[config.mk]
export PLATFORM = sky130hd
export DESIGN_NAME = alu_logic_arb
export DESIGN_NICKNAME = d
export VERILOG_FILES = /design/src/rtl/alu_arb_pkg.sv /design/src/rtl/alu_logic_unit.sv /design/src/rtl/alu_logic_arb.sv
export SDC_FILE = /design/constraint.sdc
export NUM_CORES = 1
export LEC_CHECK = 0
export ABC_CLOCK_PERIOD_IN_PS = 1900
export CORE_UTILIZATION = 25
export DETAILED_ROUTE_END_ITERATION = 10
export GPL_TIMING_DRIVEN = 0
export PLACE_DENSITY_LB_ADDON = 0.15
export SLEW_MARGIN = 20
export SYNTH_ARGS = -nofsm -noshare
export SYNTH_HDL_FRONTEND = slang
export SYNTH_HIERARCHICAL = 1
export SYNTH_SLANG_ARGS = --single-unit
[constraint.sdc]
create_clock -name i_clk -period 1.9 [get_ports i_clk]
set_input_delay 0.38 -clock i_clk [delete_from_list [all_inputs] [get_ports i_clk]]
set_output_delay 0.38 -clock i_clk [all_outputs]
set_load 0.005 [all_outputs]
[src/rtl/alu_arb_pkg.sv]
// Shared types for the two-requester logic-unit arbiter.
// Used by alu_logic_unit and alu_logic_arb.
package alu_arb_pkg;

  typedef enum logic [1:0] {
    OP_AND,
    OP_OR,
    OP_XOR,
    OP_NOR
  } logic_op_e;

  typedef enum logic {
    SLOT_EMPTY,
    SLOT_FULL
  } slot_st_e;

  localparam int NUM_REQ    = 2;
  localparam int DEF_DATA_W = 32;

endpackage

[src/rtl/alu_logic_unit.sv]
// Shared combinational bitwise logic unit (AND/OR/XOR/NOR).
// No carry or flags; result is exactly DATA_W bits.
module alu_logic_unit
  import alu_arb_pkg::*;
#(
  parameter int DATA_W = DEF_DATA_W
) (
  input  logic [DATA_W-1:0] i_a,
  input  logic [DATA_W-1:0] i_b,
  input  logic_op_e         i_op,
  output logic [DATA_W-1:0] o_y
);

  always_comb begin
    o_y = '0;
    unique case (i_op)
      OP_AND: o_y = i_a & i_b;
      OP_OR:  o_y = i_a | i_b;
      OP_XOR: o_y = i_a ^ i_b;
      OP_NOR: o_y = ~(i_a | i_b);
      default: o_y = '0;
    endcase
  end

endmodule

[src/rtl/alu_logic_arb.sv]
// Round-robin arbiter feeding one shared logic unit into a response slot.
// Define ALU_ARB_STATS_EN to add saturating per-requester grant counters.
module alu_logic_arb
  import alu_arb_pkg::*;
#(
  parameter int DATA_W = DEF_DATA_W,
  parameter int CNT_W  = 16
) (
  input  logic               i_clk,
  input  logic               i_rst_n,
  input  logic [NUM_REQ-1:0] i_req_valid,
  output logic [NUM_REQ-1:0] o_req_ready,
  input  logic [1:0]         i_req_op0,
  input  logic [1:0]         i_req_op1,
  input  logic [DATA_W-1:0]  i_req_a0,
  input  logic [DATA_W-1:0]  i_req_b0,
  input  logic [DATA_W-1:0]  i_req_a1,
  input  logic [DATA_W-1:0]  i_req_b1,
  output logic               o_rsp_valid,
  input  logic               i_rsp_ready,
  output logic [DATA_W-1:0]  o_rsp_data,
  output logic               o_rsp_id
`ifdef ALU_ARB_STATS_EN
  ,
  output logic [CNT_W-1:0]   o_grant_cnt0,
  output logic [CNT_W-1:0]   o_grant_cnt1
`endif
);

  slot_st_e             r_state;
  slot_st_e             w_state_nxt;
  logic                 r_prio;
  logic [DATA_W-1:0]    r_data;
  logic                 r_id;

  logic                 w_slot_free;
  logic [NUM_REQ-1:0]   w_grant;
  logic                 w_xfer;
  logic                 w_sel;
  logic [DATA_W-1:0]    w_a;
  logic [DATA_W-1:0]    w_b;
  logic_op_e            w_op;
  logic [DATA_W-1:0]    w_y;

  assign w_slot_free = (r_state == SLOT_EMPTY) | i_rsp_ready;

  // Ready is held low during reset even though the slot reads empty.
  always_comb begin
    w_grant = '0;
    if (i_rst_n && w_slot_free) begin
      unique case (i_req_valid)
        2'b01:   w_grant = 2'b01;
        2'b10:   w_grant = 2'b10;
        2'b11:   w_grant = r_prio ? 2'b10 : 2'b01;
        default: w_grant = '0;
      endcase
    end
  end

  assign w_xfer = |w_grant;
  assign w_sel  = w_grant[1];
  assign w_a    = w_sel ? i_req_a1 : i_req_a0;
  assign w_b    = w_sel ? i_req_b1 : i_req_b0;
  assign w_op   = logic_op_e'(w_sel ? i_req_op1 : i_req_op0);

  alu_logic_unit #(
    .DATA_W (DATA_W)
  ) u_lu (
    .i_a  (w_a),
    .i_b  (w_b),
    .i_op (w_op),
    .o_y  (w_y)
  );

  always_comb begin
    w_state_nxt = r_state;
    unique case (r_state)
      SLOT_EMPTY: if (w_xfer) w_state_nxt = SLOT_FULL;
      SLOT_FULL:  if (i_rsp_ready && !w_xfer) w_state_nxt = SLOT_EMPTY;
      default:    w_state_nxt = SLOT_EMPTY;
    endcase
  end

  always_ff @(posedge i_clk or negedge i_rst_n) begin
    if (!i_rst_n) begin
      r_state <= SLOT_EMPTY;
      r_prio  <= 1'b0;
      r_data  <= '0;
      r_id    <= 1'b0;
    end else begin
      r_state <= w_state_nxt;
      if (w_xfer) begin
        r_data <= w_y;
        r_id   <= w_sel;
        r_prio <= ~w_sel;
      end
    end
  end

  assign o_req_ready = w_grant;
  assign o_rsp_valid = (r_state == SLOT_FULL);
  assign o_rsp_data  = r_data;
  assign o_rsp_id    = r_id;

`ifdef ALU_ARB_STATS_EN
  logic [CNT_W-1:0] r_cnt0;
  logic [CNT_W-1:0] r_cnt1;

  always_ff @(posedge i_clk or negedge i_rst_n) begin
    if (!i_rst_n) begin
      r_cnt0 <= '0;
      r_cnt1 <= '0;
    end else begin
      if (w_grant[0] && (r_cnt0 != '1)) r_cnt0 <= r_cnt0 + CNT_W'(1);
      if (w_grant[1] && (r_cnt1 != '1)) r_cnt1 <= r_cnt1 + CNT_W'(1);
    end
  end

  assign o_grant_cnt0 = r_cnt0;
  assign o_grant_cnt1 = r_cnt1;
`endif

endmodule

---- Yosys cells after proc, flatten, opt, wreduce, memory -nomap -nowiden ----
Index checks and enable logic that the tools add are counted.
word-level totals
  bits in registers ....................... 35
  logic and storage cells ................. 32
  bits of input ports ..................... 137
  output and inout bits ................... 36
cells by class
  reductions and logical operators ........ 5
  mux-type cells .......................... 10
  bitwise operators ....................... 7
  eq/ne operators ......................... 6
operator list
  cell                                                             number
  32-bit one-hot mux with 4 select lines                           1
  32-bit 2-to-1 mux                                                2
  32-bit bitwise AND                                               1
  32-bit inverter                                                  1
  32-bit bitwise OR                                                1
  32-bit XOR                                                       1
  2-bit == test, second input constant                             4
  2-bit 2-to-1 mux                                                 3
  2-bit one-hot mux with 3 select lines                            1
  2-bit by 1-bit == test with 1-bit output, second input constant  2
  1-bit logical AND                                                2
  2-bit logical NOT                                                1
  1-bit 2-to-1 mux                                                 2
  1-bit inverter                                                   2
  1-bit one-hot mux with 2 select lines                            1
  2-bit OR reduction                                               1
  1-bit logical NOT                                                1
  1-bit bitwise OR                                                 1

---- Longest topological paths before layout ----
Gate-level depths: netlist of run 1.
  depth in word-level cells ............... 9
  gate-level depth with buffers ........... 10
  gate-level depth less buffers ........... 8

---- Modules after synthesis ----
The synthesis of run 1 kept the hierarchy.
modules (own cells, without submodules)
  module          instances  cells each  area each (sq um)  seq. area each (sq um)
  alu_logic_arb   1          155         2,270.9            875.8
  alu_logic_unit  1          235         2,105.8            0.0

---- Worst setup path after synthesis of run 1 ----
Ideal clock, no wire load.
  path type ............................... input to register
  from .................................... in i_rsp_ready
  to ...................................... reg r_data[13] (netlist: o_rsp_data[13])
  required time ........................... 1,775 ps
  cell stages on the path ................. 9
  library setup time ...................... 125 ps
  arrival time ............................ 2,072 ps
  slack ................................... -297 ps
  path buffers ............................ 4
  cell sequence ........................... nand2b_2 -> o2111ai_4 -> buf_6 -> buf_8 -> mux2_4 -> clkbuf_2 -> buf_2 -> mux2i_1 -> mux2_2
between the ends
  elaborated cells between the ends (all ways) .. 16
  classes of those cells .................. eq/ne (3); mux (5); bitwise (5); reduce/logical (3)
RTL lines
  what                                      RTL line              source
  from (decl)                               alu_logic_arb.sv:20   input logic i_rsp_ready,
  1-bit bitwise OR *                        alu_logic_arb.sv:45   assign w_slot_free = (r_state == SLOT_EMPTY) | i_rsp_ready;
  1-bit logical AND *                       alu_logic_arb.sv:50   if (i_rst_n && w_slot_free) begin
  2-bit 2-to-1 mux *                        alu_logic_arb.sv:50
  2-bit 2-to-1 mux *                        alu_logic_arb.sv:64   assign w_op = logic_op_e'(w_sel ? i_req_op1 : i_req_op0);
  via w_op[0]                               alu_logic_arb.sv:42   logic_op_e w_op;
  2-bit == test (tied with other cells)     alu_logic_unit.sv:16  unique case (i_op)
  32-bit one-hot mux with 4 select lines *  alu_logic_unit.sv:16
  via w_y[13]                               alu_logic_arb.sv:43   logic [DATA_W-1:0] w_y;
  to (signal assigned)                      alu_logic_arb.sv:93   r_data <= w_y;
  to (decl)                                 alu_logic_arb.sv:33   logic [DATA_W-1:0] r_data;
The timed path passes the listed nets; every way through them passes the cells marked *.
A chain may end at the register's enable or synchronous reset.

---- Final worst setup path of run 1 ----
  from .................................... reg r_state (netlist: o_rsp_valid)
  to ...................................... reg r_data[5] (netlist: o_rsp_data[5])
between the ends
  cells in the longest elaborated chain, start to end .. 8
  elaborated cells between the ends (all ways) .. 17
  classes of those cells .................. eq/ne (3); mux (5); bitwise (6); reduce/logical (3)
ends and longest elaborated chain
  what                                      RTL line                                    source
  from (decl)                               alu_logic_arb.sv:30                         slot_st_e r_state;
  from (signal assigned)                    alu_logic_arb.sv:91                         r_state <= w_state_nxt;
  1-bit inverter *                          n/a
  1-bit bitwise OR *                        alu_logic_arb.sv:45
  1-bit logical AND *                       alu_logic_arb.sv:50
  2-bit 2-to-1 mux *                        alu_logic_arb.sv:50
  32-bit 2-to-1 mux *                       alu_logic_arb.sv:63                         assign w_b = w_sel ? i_req_b1 : i_req_b0;
  via w_b[5]                                alu_logic_arb.sv:41                         logic [DATA_W-1:0] w_b;
  32-bit bitwise OR                         alu_logic_unit.sv:18, alu_logic_unit.sv:20
  32-bit inverter                           alu_logic_unit.sv:20                        OP_NOR: o_y = ~(i_a | i_b);
  32-bit one-hot mux with 4 select lines *  alu_logic_unit.sv:16
  via w_y[5]                                alu_logic_arb.sv:43
Marks and branches as above.

==> results.json, run 1 <==
{
  "drt_iter0_markers": 38,
  "cp_max_fo": 5,
  "status": "complete, but fails checks",
  "die_h_um": 134,
  "fp-row-count": 48,
  "numPortBuffers": 172,
  "die_width_um": 134,
  "yosysTopAreaCellShare_pct": 20.0,
  "h-tree-depth": 2,
  "r2r_setup_slack_ps": -440,
  "floorplan.die_area_mm2": 0.0180,
  "drcViolationCount": 0,
  "dp_hpwl_um": 8790,
  "syn_to_final_growth_pct": 68.2,
  "fin_util_pct": 42.9,
  "drv_cap": 0,
  "grt_max_degree": 17,
  "wire_per_inst_um": 15.2,
  "clock_latency_ps": 280,
  "cts_buffers": 5,
  "synth_top_family_by_area": "multiplexers",
  "fillCellCount": 1646,
  "fmax_ghz": 0.428,
  "start_util_pct": 25.5,
  "finClkSkew_ps": 2.77,
  "routabilityCongestion": 0.652,
  "drv_slew": 0,
  "grt_pass1_vias": 3673,
  "cp_data_arrival_time_ps": 2500,
  "fin_nets": 789,
  "cts_tree": "done",
  "rsz0062_at_grt": "true",
  "grt_overflow": 0,
  "tightest_slew_ps": 818,
  "num_io_pins": 173,
  "vias_per_cell": 4.23,
  "grtUsageTotal_pct": 13.3,
  "diodes": 0,
  "crit_required_ps": 2060,
  "drive_gt1_share_pct": 36.8,
  "cts.clk_slew.worst_paths_ps": 60,
  "synthMuxAreaShare_pct": 42.3,
  "synth_area_leaders": "dfrtp_1, ha_1, mux2_2",
  "synth_xor_area_share_pct": 6.40,
  "leakage_nw": 3.66,
  "setup_ws_ps": -439,
  "routed_wl_um": 12400,
  "async_flop_share_pct": 100,
  "num_vias": 3441,
  "cts_sinks": 35,
  "cts_root_buf": "clkbuf_16",
  "yosys.area_share.simple_pct": 0.515,
  "core_area_mm2": 0.0172,
  "failed_checks": "setup timing",
  "crit_path_start_kind": "register",
  "ys_ff_latch": 35,
  "ys.warnings.count": 6,
  "dr.pass1.iters": 6,
  "critPathKind": "reg2reg",
  "end_kind": "register",
  "clk_path_buf_depth": 2,
  "syn_inst": 390,
  "antenna_found_initial": 0,
  "yosysUniqueCellTypes": 22,
  "hold_path_class": "in2async",
  "ys.flop_type": "dfrtp_1",
  "synth_edf_count": 0,
  "grt_pass1_wl_um": 18700,
  "synth_nets": 591,
  "post-route-period-util_pct": 123,
  "yosysSeqAreaShare_pct": 20.0,
  "synth_compound_area_share_pct": 1.17,
  "netlist_area_mm2": 0.00438,
  "fin_crit_ps": 2340,
  "ant_nets": 0,
  "p_per_area_mw_per_mm2": 599,
  "yosys.area_share.adder_pct": 18.3,
  "avgSynthCellArea_um2": 11.2,
  "power_w": 0.00441,
  "ir_worst_vdd_uv": 330,
  "setup_viol": 33,
  "hold_viol": 0,
  "synth_area_leader_cell": "dfrtp_1",
  "max_slew_margin_pct": 45.3
}
[sequential cells by signal, summed over array words and instances (netlist names)]
name and count:
o_rsp_data 32, o_rsp_valid 1, r_prio 1, o_rsp_id 1
[critical path, stage by stage (launching register included)]
cell and delay [ps]:
dfrtp_1 400, nand2b_4 90, o2111ai_4 100, buf_12 170, buf_12 140, buf_12 130, buf_12 120, mux2_4 310
inv_4 60, ha_4 180, mux2i_1 140, mux2i_1 100, mux2_4 270
[cells in the final DEF (no fill, tap or decap), drive strengths merged, types with 10 or more instances in the layout]
cell type,instances
clkdlybuf4s50,166
mux2,98
inv,68
mux2i,64
ha,64
dfrtp,35
buf,35
xor2,32
clkbuf,10
[routing by layer]
layer,routed length [um],vias up,track usage [%]
met4,55,0,1.87
met1,5580,1630,16.3
li1,-,1695,-
met2,5950,109,23.8
met5,0,-,0
met3,791,7,3.10
[final timing paths]
check / from / end / depth (start not counted)
max: o_rsp_valid / o_rsp_data[5] / 12
min: i_rst_n / o_rsp_data[24] / 2
max reg2reg: o_rsp_valid / o_rsp_data[5] / 12
min reg2reg: o_rsp_id / o_rsp_id / 1
max in group asynchronous: i_rst_n / o_rsp_data[8] / 2
min in group i_clk: i_req_valid[0] / r_prio / 3
[final cells by class]
| type | instances | area, um2 | area share, % |
|---|---|---|---|
| multi-input cells | 266 | 3390 | 46.1 |
| repair buffers | 193 | 2070 | 28.1 |
| inverters | 68 | 295 | 4.01 |
| plain buffers | 19 | 313 | 4.25 |
| clock buffers | 5 | 125 | 1.70 |
| clock inverters | 3 | 15.0 | 0.204 |
| flip-flops and latches | 35 | 876 | 11.9 |
| well taps | 225 | 282 | 3.82 |
[kinds of logic after synthesis]
logic type	Yosys count
AO/OA/AOI/OAI	4
XOR/XNOR	32
adder cells (fa/ha/maj)	64
buffers and inverters	89
flip-flops	35
multiplexers	162
AND/OR/NAND/NOR	4
[power breakdown]
group          internal, W  total (W)  switching (W)
Sequential        0.000991    0.00113       0.000137
Clock             0.000479   0.000804       0.000325
Combinational      0.00160    0.00248       0.000876
Total              0.00307    0.00441        0.00134
[metrics by stage]
stage	setup TNS, ps	instance area, um2	cells	setup slack (ps)	hold slack [ps]
final	-10590	7360	814	-439	128
after global routing	-14060	7360	814	-520	125
after CTS	-11740	6990	810	-399	123
after detailed placement	-34090	6440	788	-1050	359
after global placement	-113030	6420	787	-2470	460
after floorplan	-5400	4420	390	-173	84.4
[cells in the mapped netlist (2+ instances only)]
| library cell | n |
|---|---|
| mux2_2 | 69 |
| inv_1 | 66 |
| ha_1 | 64 |
| mux2i_1 | 64 |
| dfrtp_1 | 35 |
| xor2_1 | 32 |
| mux2_4 | 29 |
| buf_2 | 5 |
| buf_8 | 5 |
| buf_12 | 4 |
| buf_4 | 3 |
| buf_6 | 2 |
| inv_2 | 2 |
| nand2_1 | 2 |
[timing repair]
action,CTS,global route
buffers inserted,9,3
pin swaps,1,9
hold buffers,2,0
gates cloned,5,2
hold endpoints to repair,16,0
setup endpoints to repair,34,33
resized for setup,56,76
No activity file was read; power rests on OpenSTA's default activity.
==> run 2: changes to the inputs <==
HOLD_SLACK_MARGIN = 0.12   (was default)
RECOVER_POWER = 25   (was default)
SLEW_MARGIN = 0   (was 20)
==> run 2 against run 1 <==
The run still ends with setup timing left; critical path type unchanged; cell count stayed put; fmax hardly changed; highest routed layer unchanged; global-route usage stayed put; critical endpoint unchanged; sequential power hardly changed; critical path depth stayed put; power is 0.17% lower; largest cell class unchanged.
==> results.json, run 2 (synthesis gave the netlist of run 1 again) <==
{
  "drv_slew": 0,
  "setup_viol": 33,
  "cts_buffers": 5,
  "routed_wl_um": 12400,
  "r2r_cells": 12,
  "die_h_um": 134,
  "hold_viol": 0,
  "core_area_mm2": 0.0172,
  "cp_max_fo": 5,
  "crit_path_start_kind": "register",
  "failed_checks": "setup timing",
  "cp_data_arrival_time_ps": 2500,
  "start_util_pct": 25.5,
  "dp_hpwl_um": 8790,
  "largest_reg_flops": 32,
  "final_cell_count_no_fill": 814,
  "cts_root_buf": "clkbuf_16",
  "cts.clk_slew.worst_paths_ps": 60,
  "antenna_found_initial": 0,
  "numPortBuffers": 172,
  "ant_nets": 0,
  "dr.pass1.iters": 6,
  "dp.cells": 788,
  "critPathKind": "reg2reg",
  "wire_per_inst_um": 15.2,
  "fin_crit_ps": 2340,
  "grt_pass1_wl_um": 18700,
  "layout_commonest_cell": "clkdlybuf4s50_1",
  "fin_util_pct": 42.7,
  "num_vias": 3440,
  "status": "complete, but fails checks",
  "grt_overflow": 0,
  "setup_ws_ps": -439,
  "drive_gt1_share_pct": 36.7,
  "fmax_ghz": 0.428,
  "syn_to_final_growth_pct": 67.6,
  "grtUsageTotal_pct": 13.3,
  "p_per_area_mw_per_mm2": 600,
  "ir_worst_vdd_uv": 330,
  "hold_path_class": "in2async",
  "diodes": 0,
  "max_slew_margin_pct": 45.3,
  "tightest_slew_ps": 818,
  "setup_tns_ps": -10590,
  "clk_path_buf_depth": 2,
  "leakage_nw": 3.64,
  "r2r_setup_slack_ps": -440,
  "end_kind": "register",
  "h-tree-depth": 2,
  "routabilityCongestion": 0.652,
  "drv_cap": 0,
  "num_io_pins": 173,
  "rsz0062_at_grt": "true",
  "vias_per_cell": 4.23,
  "post-place-ws_ps": -1050,
  "die_width_um": 134,
  "crit_required_ps": 2060,
  "grt_pass1_vias": 3673,
  "grt_max_degree": 17,
  "clock_latency_ps": 280,
  "post-route-period-util_pct": 123,
  "drt_iter0_markers": 38,
  "drcViolationCount": 0,
  "finClkSkew_ps": 2.77,
  "mostFrequentLayoutCells": "clkdlybuf4s50_1, mux2_4, mux2i_1, ha_1, dfrtp_1",
  "floorplan.die_area_mm2": 0.0180,
  "cts_tree": "done",
  "cts_sinks": 35,
  "fin_nets": 789,
  "fp-row-count": 48
}
==> run 2: changes by cell type in the layout (fill, tap and decap cells not counted), sizes merged <==
cell | previous run | this run
clkbuf | 10 | 11
bufbuf | 1 | 0
==> run 2: final timing paths <==
kind / start / end
max: o_rsp_valid / o_rsp_data[5]
max reg2reg: o_rsp_valid / o_rsp_data[5]
min in group i_clk: i_req_valid[0] / r_prio
min: i_rst_n / o_rsp_data[24]
max in group asynchronous: i_rst_n / o_rsp_data[8]
min reg2reg: o_rsp_id / o_rsp_id
==> run 2: layout make-up <==
type                            count  area, um2
Fill cell                        1648       9840
Multi-Input combinational cell    266       3390
Timing Repair Buffer              193       2040
Sequential cell                    35        876
Buffer                             19        313
Inverter                           68        295
Tap cell                          225        282
Clock buffer                        5        125
Clock inverter                      3       15.0
==> run 2: power by group <==
| part | internal, W | leakage (nW) | switching, W |
|---|---|---|---|
| Sequential | 0.000991 | 0.419 | 0.000137 |
| Combinational | 0.00159 | 3.15 | 0.000876 |
| Clock | 0.000479 | 0.0733 | 0.000325 |
==> run 2: metrics by stage <==
stage | area [um2] | power [W] | hold slack, ps
after floorplan | 4420 | 0.00221 | 84.4
after global placement | 6420 | 0.00323 | 460
after detailed placement | 6440 | 0.00328 | 359
after CTS | 6990 | 0.00431 | 123
after global routing | 7330 | 0.00472 | 260
final | 7330 | 0.00440 | 194
==> run 2: metal layers <==
metal  GRT usage (%)  part of all wire (%)  up-vias
met1            16.3                    45     1630
met3            3.10                   6.4        7
met5               0                     0        -
met4            1.87                  0.44        0
met2            23.8                    48      109
li1                -                     -     1694
==> run 2: what timing repair did <==
| action | CTS | global route |
|---|---|---|
| resized for setup | 56 | 76 |
| setup endpoints to repair | 34 | 33 |
| pin swaps | 1 | 9 |
| setup buffers | 9 | 3 |
| endpoints found under the hold margin | 16 | 0 |
| cloned | 5 | 2 |
| hold buffers | 2 | 0 |
==> run 2: worst max-delay path, stage by stage, from the launching register on <==
cell and delay [ps]:
dfrtp_1 400, nand2b_4 90, o2111ai_4 100, buf_12 170, buf_12 140, buf_12 130
buf_12 120, mux2_4 310, inv_4 60, ha_4 180, mux2i_1 140, mux2i_1 100
mux2_4 270
